**src/rtl/pc_unit_pkg.sv**
```systemverilog
// pc_unit_pkg: shared types and constants for the program-counter unit
package pc_unit_pkg;

    typedef enum logic {
        BOOT,
        RUN
    } pc_state_e;

    // Low PC bits that must be zero for a legal fetch target
    localparam logic [1:0] ALIGN_MASK = 2'b11;

    localparam logic [63:0] DEFAULT_RESET_VEC = 64'h0;

endpackage

```
**src/rtl/pc_unit_if.sv**
```systemverilog
// pc_unit_if: fetch-control bundle between the core and the PC unit
interface pc_unit_if #(
    parameter int XLEN = 64
);
    logic            stall_i;
    logic            redirect_valid_i;
    logic [XLEN-1:0] redirect_target_i;
    logic            trap_i;
    logic [XLEN-1:0] trap_vec_i;
    logic            ras_push_i;
    logic            ras_pop_i;
    logic [XLEN-1:0] pc_o;
    logic            pc_valid_o;
    logic            misalign_o;
    logic [XLEN-1:0] ras_top_o;
    logic            ras_empty_o;

    modport master (
        output stall_i, redirect_valid_i, redirect_target_i, trap_i, trap_vec_i,
               ras_push_i, ras_pop_i,
        input  pc_o, pc_valid_o, misalign_o, ras_top_o, ras_empty_o
    );

    modport slave (
        input  stall_i, redirect_valid_i, redirect_target_i, trap_i, trap_vec_i,
               ras_push_i, ras_pop_i,
        output pc_o, pc_valid_o, misalign_o, ras_top_o, ras_empty_o
    );
endinterface

```
**src/rtl/pc_ras.sv**
```systemverilog
// pc_ras: circular return-address stack; a push when full overwrites the oldest entry
module pc_ras #(
    parameter int XLEN  = 64,
    parameter int DEPTH = 4
) (
    input  logic            clk,
    input  logic            reset,
    input  logic            push_i,
    input  logic            pop_i,
    input  logic [XLEN-1:0] push_data_i,
    output logic [XLEN-1:0] top_o,
    output logic            empty_o
);
    localparam int PW = $clog2(DEPTH);
    localparam int CW = $clog2(DEPTH + 1);

    logic [XLEN-1:0] mem [DEPTH];
    logic [PW-1:0]   ptr;
    logic [PW-1:0]   ptr_up;
    logic [PW-1:0]   ptr_dn;
    logic [CW-1:0]   cnt;
    logic [XLEN-1:0] top_q;
    logic            pop_ok;

    // ptr addresses the top entry; a pop on an empty stack is dropped
    always_comb begin
        pop_ok = pop_i && cnt != '0;
        ptr_up = ptr + 1'b1;
        ptr_dn = ptr - 1'b1;
    end

    // Entry storage: push+pop rewrites the top in place, plain push advances
    always_ff @(posedge clk) begin
        if (push_i)
            mem[pop_ok ? ptr : ptr_up] <= push_data_i;
    end

    // Pointer, occupancy and registered top-of-stack copy
    always_ff @(posedge clk or posedge reset) begin
        if (reset) begin
            ptr   <= '0;
            cnt   <= '0;
            top_q <= '0;
        end else if (push_i && pop_ok) begin
            top_q <= push_data_i;
        end else if (push_i) begin
            ptr   <= ptr_up;
            cnt   <= (cnt == CW'(DEPTH)) ? cnt : cnt + 1'b1;
            top_q <= push_data_i;
        end else if (pop_ok) begin
            ptr   <= ptr_dn;
            cnt   <= cnt - 1'b1;
            top_q <= (cnt == CW'(1)) ? '0 : mem[ptr_dn];
        end
    end

    assign top_o   = top_q;
    assign empty_o = (cnt == '0);

endmodule

```
**src/rtl/pc_unit.sv**
```systemverilog
// pc_unit: fetch PC register with trap/redirect/stall next-PC selection and boot bubble; PC_RAS_EN adds a return-address stack
module pc_unit
    import pc_unit_pkg::*;
#(
    parameter int              XLEN      = 64,
    parameter logic [XLEN-1:0] RESET_VEC = XLEN'(DEFAULT_RESET_VEC),
    parameter int              INC       = 4,
    parameter int              RAS_DEPTH = 4
) (
    input logic         clk,
    input logic         reset,
    pc_unit_if.slave    bus
);
    pc_state_e       state;
    logic [XLEN-1:0] pc_q;
    logic [XLEN-1:0] pc_inc;
    logic [XLEN-1:0] pc_next;
    logic            valid_q;
    logic            misalign_q;
    logic            bad_target;
    logic            misalign_next;

    // Next-PC select: trap beats redirect beats stall; a misaligned redirect freezes the PC
    always_comb begin
        pc_inc        = pc_q + XLEN'(INC);
        bad_target    = |(bus.redirect_target_i[1:0] & ALIGN_MASK);
        pc_next       = bus.trap_i ? (bus.trap_vec_i & ~XLEN'(ALIGN_MASK)) :
                        bus.redirect_valid_i ? (bad_target ? pc_q : bus.redirect_target_i) :
                        bus.stall_i ? pc_q : pc_inc;
        misalign_next = bus.redirect_valid_i && bad_target && !bus.trap_i;
    end

    // BOOT holds RESET_VEC for one bubble cycle, then RUN follows the next-PC select
    always_ff @(posedge clk or posedge reset) begin
        if (reset) begin
            state      <= BOOT;
            pc_q       <= RESET_VEC;
            valid_q    <= 1'b0;
            misalign_q <= 1'b0;
        end else if (state == BOOT) begin
            state      <= RUN;
            valid_q    <= 1'b1;
        end else begin
            pc_q       <= pc_next;
            misalign_q <= misalign_next;
        end
    end

    assign bus.pc_o       = pc_q;
    assign bus.pc_valid_o = valid_q;
    assign bus.misalign_o = misalign_q;

`ifdef PC_RAS_EN
    logic ras_op_en;

    assign ras_op_en = (state == RUN) && !bus.stall_i;

    pc_ras #(
        .XLEN  (XLEN),
        .DEPTH (RAS_DEPTH)
    ) u_ras (
        .clk         (clk),
        .reset       (reset),
        .push_i      (ras_op_en && bus.ras_push_i),
        .pop_i       (ras_op_en && bus.ras_pop_i),
        .push_data_i (pc_inc),
        .top_o       (bus.ras_top_o),
        .empty_o     (bus.ras_empty_o)
    );
`else
    logic unused_ras;

    assign unused_ras      = ^{bus.ras_push_i, bus.ras_pop_i};
    assign bus.ras_top_o   = '0;
    assign bus.ras_empty_o = 1'b1;
`endif

endmodule

```
**src/flat_wrapper.sv**
```systemverilog
// flat-port wrapper written by rule: the top's interface ports become plain ports
module pc_unit_flat import pc_unit_pkg::*;
#(
    parameter int              XLEN      = 64,
    parameter logic [XLEN-1:0] RESET_VEC = XLEN'(DEFAULT_RESET_VEC),
    parameter int              INC       = 4,
    parameter int              RAS_DEPTH = 4
)
  (clk, reset, bus_stall_i, bus_redirect_valid_i, bus_redirect_target_i, bus_trap_i, bus_trap_vec_i, bus_ras_push_i, bus_ras_pop_i, bus_pc_o, bus_pc_valid_o, bus_misalign_o, bus_ras_top_o, bus_ras_empty_o);
  pc_unit_if #(.XLEN(XLEN)) bus_i ();
  input logic clk;
  input logic reset;
  input wire logic [$bits(bus_i.stall_i)-1:0] bus_stall_i;
  input wire logic [$bits(bus_i.redirect_valid_i)-1:0] bus_redirect_valid_i;
  input wire logic [$bits(bus_i.redirect_target_i)-1:0] bus_redirect_target_i;
  input wire logic [$bits(bus_i.trap_i)-1:0] bus_trap_i;
  input wire logic [$bits(bus_i.trap_vec_i)-1:0] bus_trap_vec_i;
  input wire logic [$bits(bus_i.ras_push_i)-1:0] bus_ras_push_i;
  input wire logic [$bits(bus_i.ras_pop_i)-1:0] bus_ras_pop_i;
  output wire logic [$bits(bus_i.pc_o)-1:0] bus_pc_o;
  output wire logic [$bits(bus_i.pc_valid_o)-1:0] bus_pc_valid_o;
  output wire logic [$bits(bus_i.misalign_o)-1:0] bus_misalign_o;
  output wire logic [$bits(bus_i.ras_top_o)-1:0] bus_ras_top_o;
  output wire logic [$bits(bus_i.ras_empty_o)-1:0] bus_ras_empty_o;
  assign bus_i.stall_i = bus_stall_i;
  assign bus_i.redirect_valid_i = bus_redirect_valid_i;
  assign bus_i.redirect_target_i = bus_redirect_target_i;
  assign bus_i.trap_i = bus_trap_i;
  assign bus_i.trap_vec_i = bus_trap_vec_i;
  assign bus_i.ras_push_i = bus_ras_push_i;
  assign bus_i.ras_pop_i = bus_ras_pop_i;
  assign bus_pc_o = bus_i.pc_o;
  assign bus_pc_valid_o = bus_i.pc_valid_o;
  assign bus_misalign_o = bus_i.misalign_o;
  assign bus_ras_top_o = bus_i.ras_top_o;
  assign bus_ras_empty_o = bus_i.ras_empty_o;
  pc_unit #(.XLEN(XLEN), .RESET_VEC(RESET_VEC), .INC(INC), .RAS_DEPTH(RAS_DEPTH)) u_core (.clk(clk), .reset(reset), .bus(bus_i));
endmodule
```
**config.mk**
```make
export PLATFORM = sky130hd
export DESIGN_NAME = pc_unit_flat
export DESIGN_NICKNAME = d
export VERILOG_FILES = /design/src/rtl/pc_unit_pkg.sv /design/src/rtl/pc_unit_if.sv /design/src/rtl/pc_ras.sv /design/src/rtl/pc_unit.sv /design/src/flat_wrapper.sv
export SDC_FILE = /design/constraint.sdc
export NUM_CORES = 1
export LEC_CHECK = 0
export CORE_UTILIZATION = 38
export DETAILED_ROUTE_END_ITERATION = 7
export GPL_TIMING_DRIVEN = 0
export PLACE_DENSITY_LB_ADDON = 0.1
export SLEW_MARGIN = 10
export SYNTH_ARGS = -nofsm -noshare
export SYNTH_HDL_FRONTEND = slang
export SYNTH_SLANG_ARGS = --single-unit
```
**constraint.sdc**
```tcl
create_clock -name clk -period 2.1 [get_ports clk]
set_clock_uncertainty 0.15 [all_clocks]
set_input_delay 0.42 -clock clk [delete_from_list [all_inputs] [get_ports clk]]
set_output_delay 0.42 -clock clk [all_outputs]
set_load 0.01 [all_outputs]
```
==> results.ini <==
[placement]
port_buffers = 196
dp_hpwl_um = 17600
gp_congestion = 0.935

[routing]
post_drt_via_cell_ratio = 6.10
met1_length_um = 10000
final_antenna_net_count = 0
drt_iter0_drc = 851
routedWlPerCell_um = 21.0
drc_errors = 0
firstDrtPassIters = 5
topRoutingLayerUsed = met4
num_vias = 7457
finalWirelength_um = 25700
wl_met2_um = 11400
met3_length_um = 3050

[finish]
nNetsFinal = 1174
multi_input_area_um2 = 3910
n_fill_cell = 1203
syn_to_final_growth_pct = 71.5
drive_above_1_share = 0.278
seqCellArea_um2 = 1720
post-route-util = 0.677

[global_routing]
grt_max_degree = 30
grt_usage = 0.324
grt_pass1_wl_um = 36700
grt_pass1_vias = 6579
overflow = 0
antenna_found_initial = 1

[cts]
clkTransAtPathRegs_ns = 0.06
cts_buffers = 9
cts_tree = done
clk_latency_ns = 0.35
clock-root-buffer = clkbuf_16
htree_levels = 3
cts_hold_buf = 0
cts_sinks = 67
clk_path_buf_depth = 2

[floorplanning]
num_rows = 43
fp.dieH_um = 123
initial_utilization = 0.395
die_w_um = 123
fp.coreArea_um2 = 14100
io_pins = 266
die_area_um2 = 15100

[logic_synthesis]
syn_area_um2 = 5570
synth_top_area_frac = 0.301
synth_top_area_cell = dfrtp_1
synth_cell_types = 58
synth_most_common_cell = o21ai_0
avgSynthCellArea_um2 = 7.93
synth-async-reset-ratio = 1.00
synth-seq-cells = 67
synthCells = 702
ys.flop_type = dfrtp_1
ys_seq_area_frac = 0.301
yosysWarnings = 0
synth_area_leaders = dfrtp_1 (30%), buf_4 (8.8%), o21ai_0 (6.7%)
synthTopCellsByCount = o21ai_0 (74), dfrtp_1 (67), buf_4 (65), nand2_1 (56), nand4_1 (37)
synth_edf_count = 0

[sta]
rsz0062_at_grt = yes
setup_ws_ns = -0.146
post-route-period-util = 1.07
clock.fmax_mhz = 445
period_needed_ns = 2.25
hold_viol_final = 0
finalSetupViolCount = 10
tightestPinTransition_ns = 0.604
maxSlewViolCount = 0
relSlewSlack = 0.597

[outcome]
violations = negative setup slack
run_status = finished, violations left

[run]
drv_cap = 0

[critical_path]
cp_data_arrival_time_ns = 2.37
endpoint_kind = register
startpoint_type = register
crit_type = reg2reg
critPathMaxFanout = 7
critPathRequiredTime_ns = 2.23

[power_and_ir_drop]
pwr-share-clk = 0.249
switching_share = 0.375
ir_drop_uv = 369
p_leak_nw = 3.94
power_density_nw_per_um2 = 578
total_power_mw = 5.52
internal_power_mw = 3.45
seq_power_share = 0.369
combPwrFrac = 0.382
switching_power_mw = 2.07

[hold_path]
hold_class = in2async

-- final timing paths --
path | slack [ns] | depth (start not counted) | from | to
min in group clk | 0.31 | 3 | bus_redirect_target_i[1] | u_core.bus.misalign_o
max in group asynchronous | 0.99 | 3 | reset | u_core.bus.pc_o[47]
min reg2reg | 0.32 | 1 | u_core.bus.pc_valid_o | u_core.bus.pc_valid_o
max | -0.15 | 6 | u_core.bus.pc_o[20] | u_core.bus.pc_o[59]
min | 0.29 | 2 | reset | u_core.bus.pc_o[15]
max reg2reg | -0.15 | 6 | u_core.bus.pc_o[20] | u_core.bus.pc_o[59]
-- layout by cell type (no fill, tap or decap), types with 30 or more instances in the layout --
| master | instances |
|---|---|
| dfrtp_2 | 37 |
| conb_1 | 66 |
| a21oi_1 | 35 |
| nand2_1 | 54 |
| buf_4 | 122 |
| dfrtp_1 | 30 |
| clkdlybuf4s50_1 | 191 |
| a22oi_1 | 32 |
| nand4_1 | 37 |
| nor2_1 | 32 |
| o21ai_0 | 69 |
-- flip-flops by register name (all words and copies together) (netlist names) --
name,flops
u_core.bus.pc_o,64
u_core.bus.misalign_o,1
u_core.bus.pc_valid_o,1
u_core.state,1
-- cell type report --
| cell class | count | share of cell area |
|---|---|---|
| antenna | 1 | 0.000262 |
| inverter | 18 | 0.00747 |
| tap | 180 | 0.0236 |
| clock buffer | 14 | 0.0256 |
| buffer | 111 | 0.0863 |
| timing repair buffer | 262 | 0.267 |
| sequential | 67 | 0.181 |
| multi-input combinational | 569 | 0.410 |
-- timing repair --
action	4_1_cts	5_1_grt
gates resized for setup	119	93
endpoints found under the hold margin	0	0
setup buffers	39	24
setup endpoints to repair	65	58
pin swaps	21	38
cloned	0	1
-- layer usage --
layer / GRT usage / vias up
met4: 0.152 / 0
met3: 0.0738 / 113
met1: 0.424 / 3481
met5: 0 / -
met2: 0.506 / 611
li1: - / 3252
-- per-stage QoR --
stage | setup WS (ns) | hold slack (ns) | instance area (um2) | TNS [ns] | std cells
3_5_place_dp | -1.24 | 0.305 | 8080 | -67.08 | 1144
4_1_cts | -0.0337 | 0.304 | 9020 | -0.0413 | 1196
5_1_grt | -0.140 | 0.323 | 9540 | -1.65 | 1222
2_1_floorplan | -0.0549 | 0.354 | 5850 | -0.118 | 766
6_report | -0.146 | 0.286 | 9540 | -0.524 | 1222
3_3_place_gp | -1.25 | 0.309 | 8040 | -76.97 | 1142
-- logic make-up after synthesis --
family,count (synthesis),synth area share
flops,67,0.301
compound gates,237,0.280
buf+inv,130,0.134
other cells,2,0.00135
mux,10,0.0184
fa+ha+maj,1,0.00225
simple gates,255,0.263
-- power by group through the flow --
stage / Sequential, mW / Combinational, mW / Clock, mW
floorplan: 1.94 / 0.767 / 0
global placement: 1.96 / 1.78 / 0
detailed placement: 1.96 / 1.80 / 0
CTS: 1.97 / 1.93 / 1.35
global route: 2.06 / 2.24 / 1.39
finish: 2.04 / 2.11 / 1.37
-- worst max-delay path, stage by stage, from the launching register on --
cell and delay (ns):
dfrtp_2 0.48, nand2_1 0.26, nor4_4 0.37, nand4_1 0.16, buf_4 0.20, or4_1 0.47, nand3_1 0.10
Power figures use the tool's default switching activity.
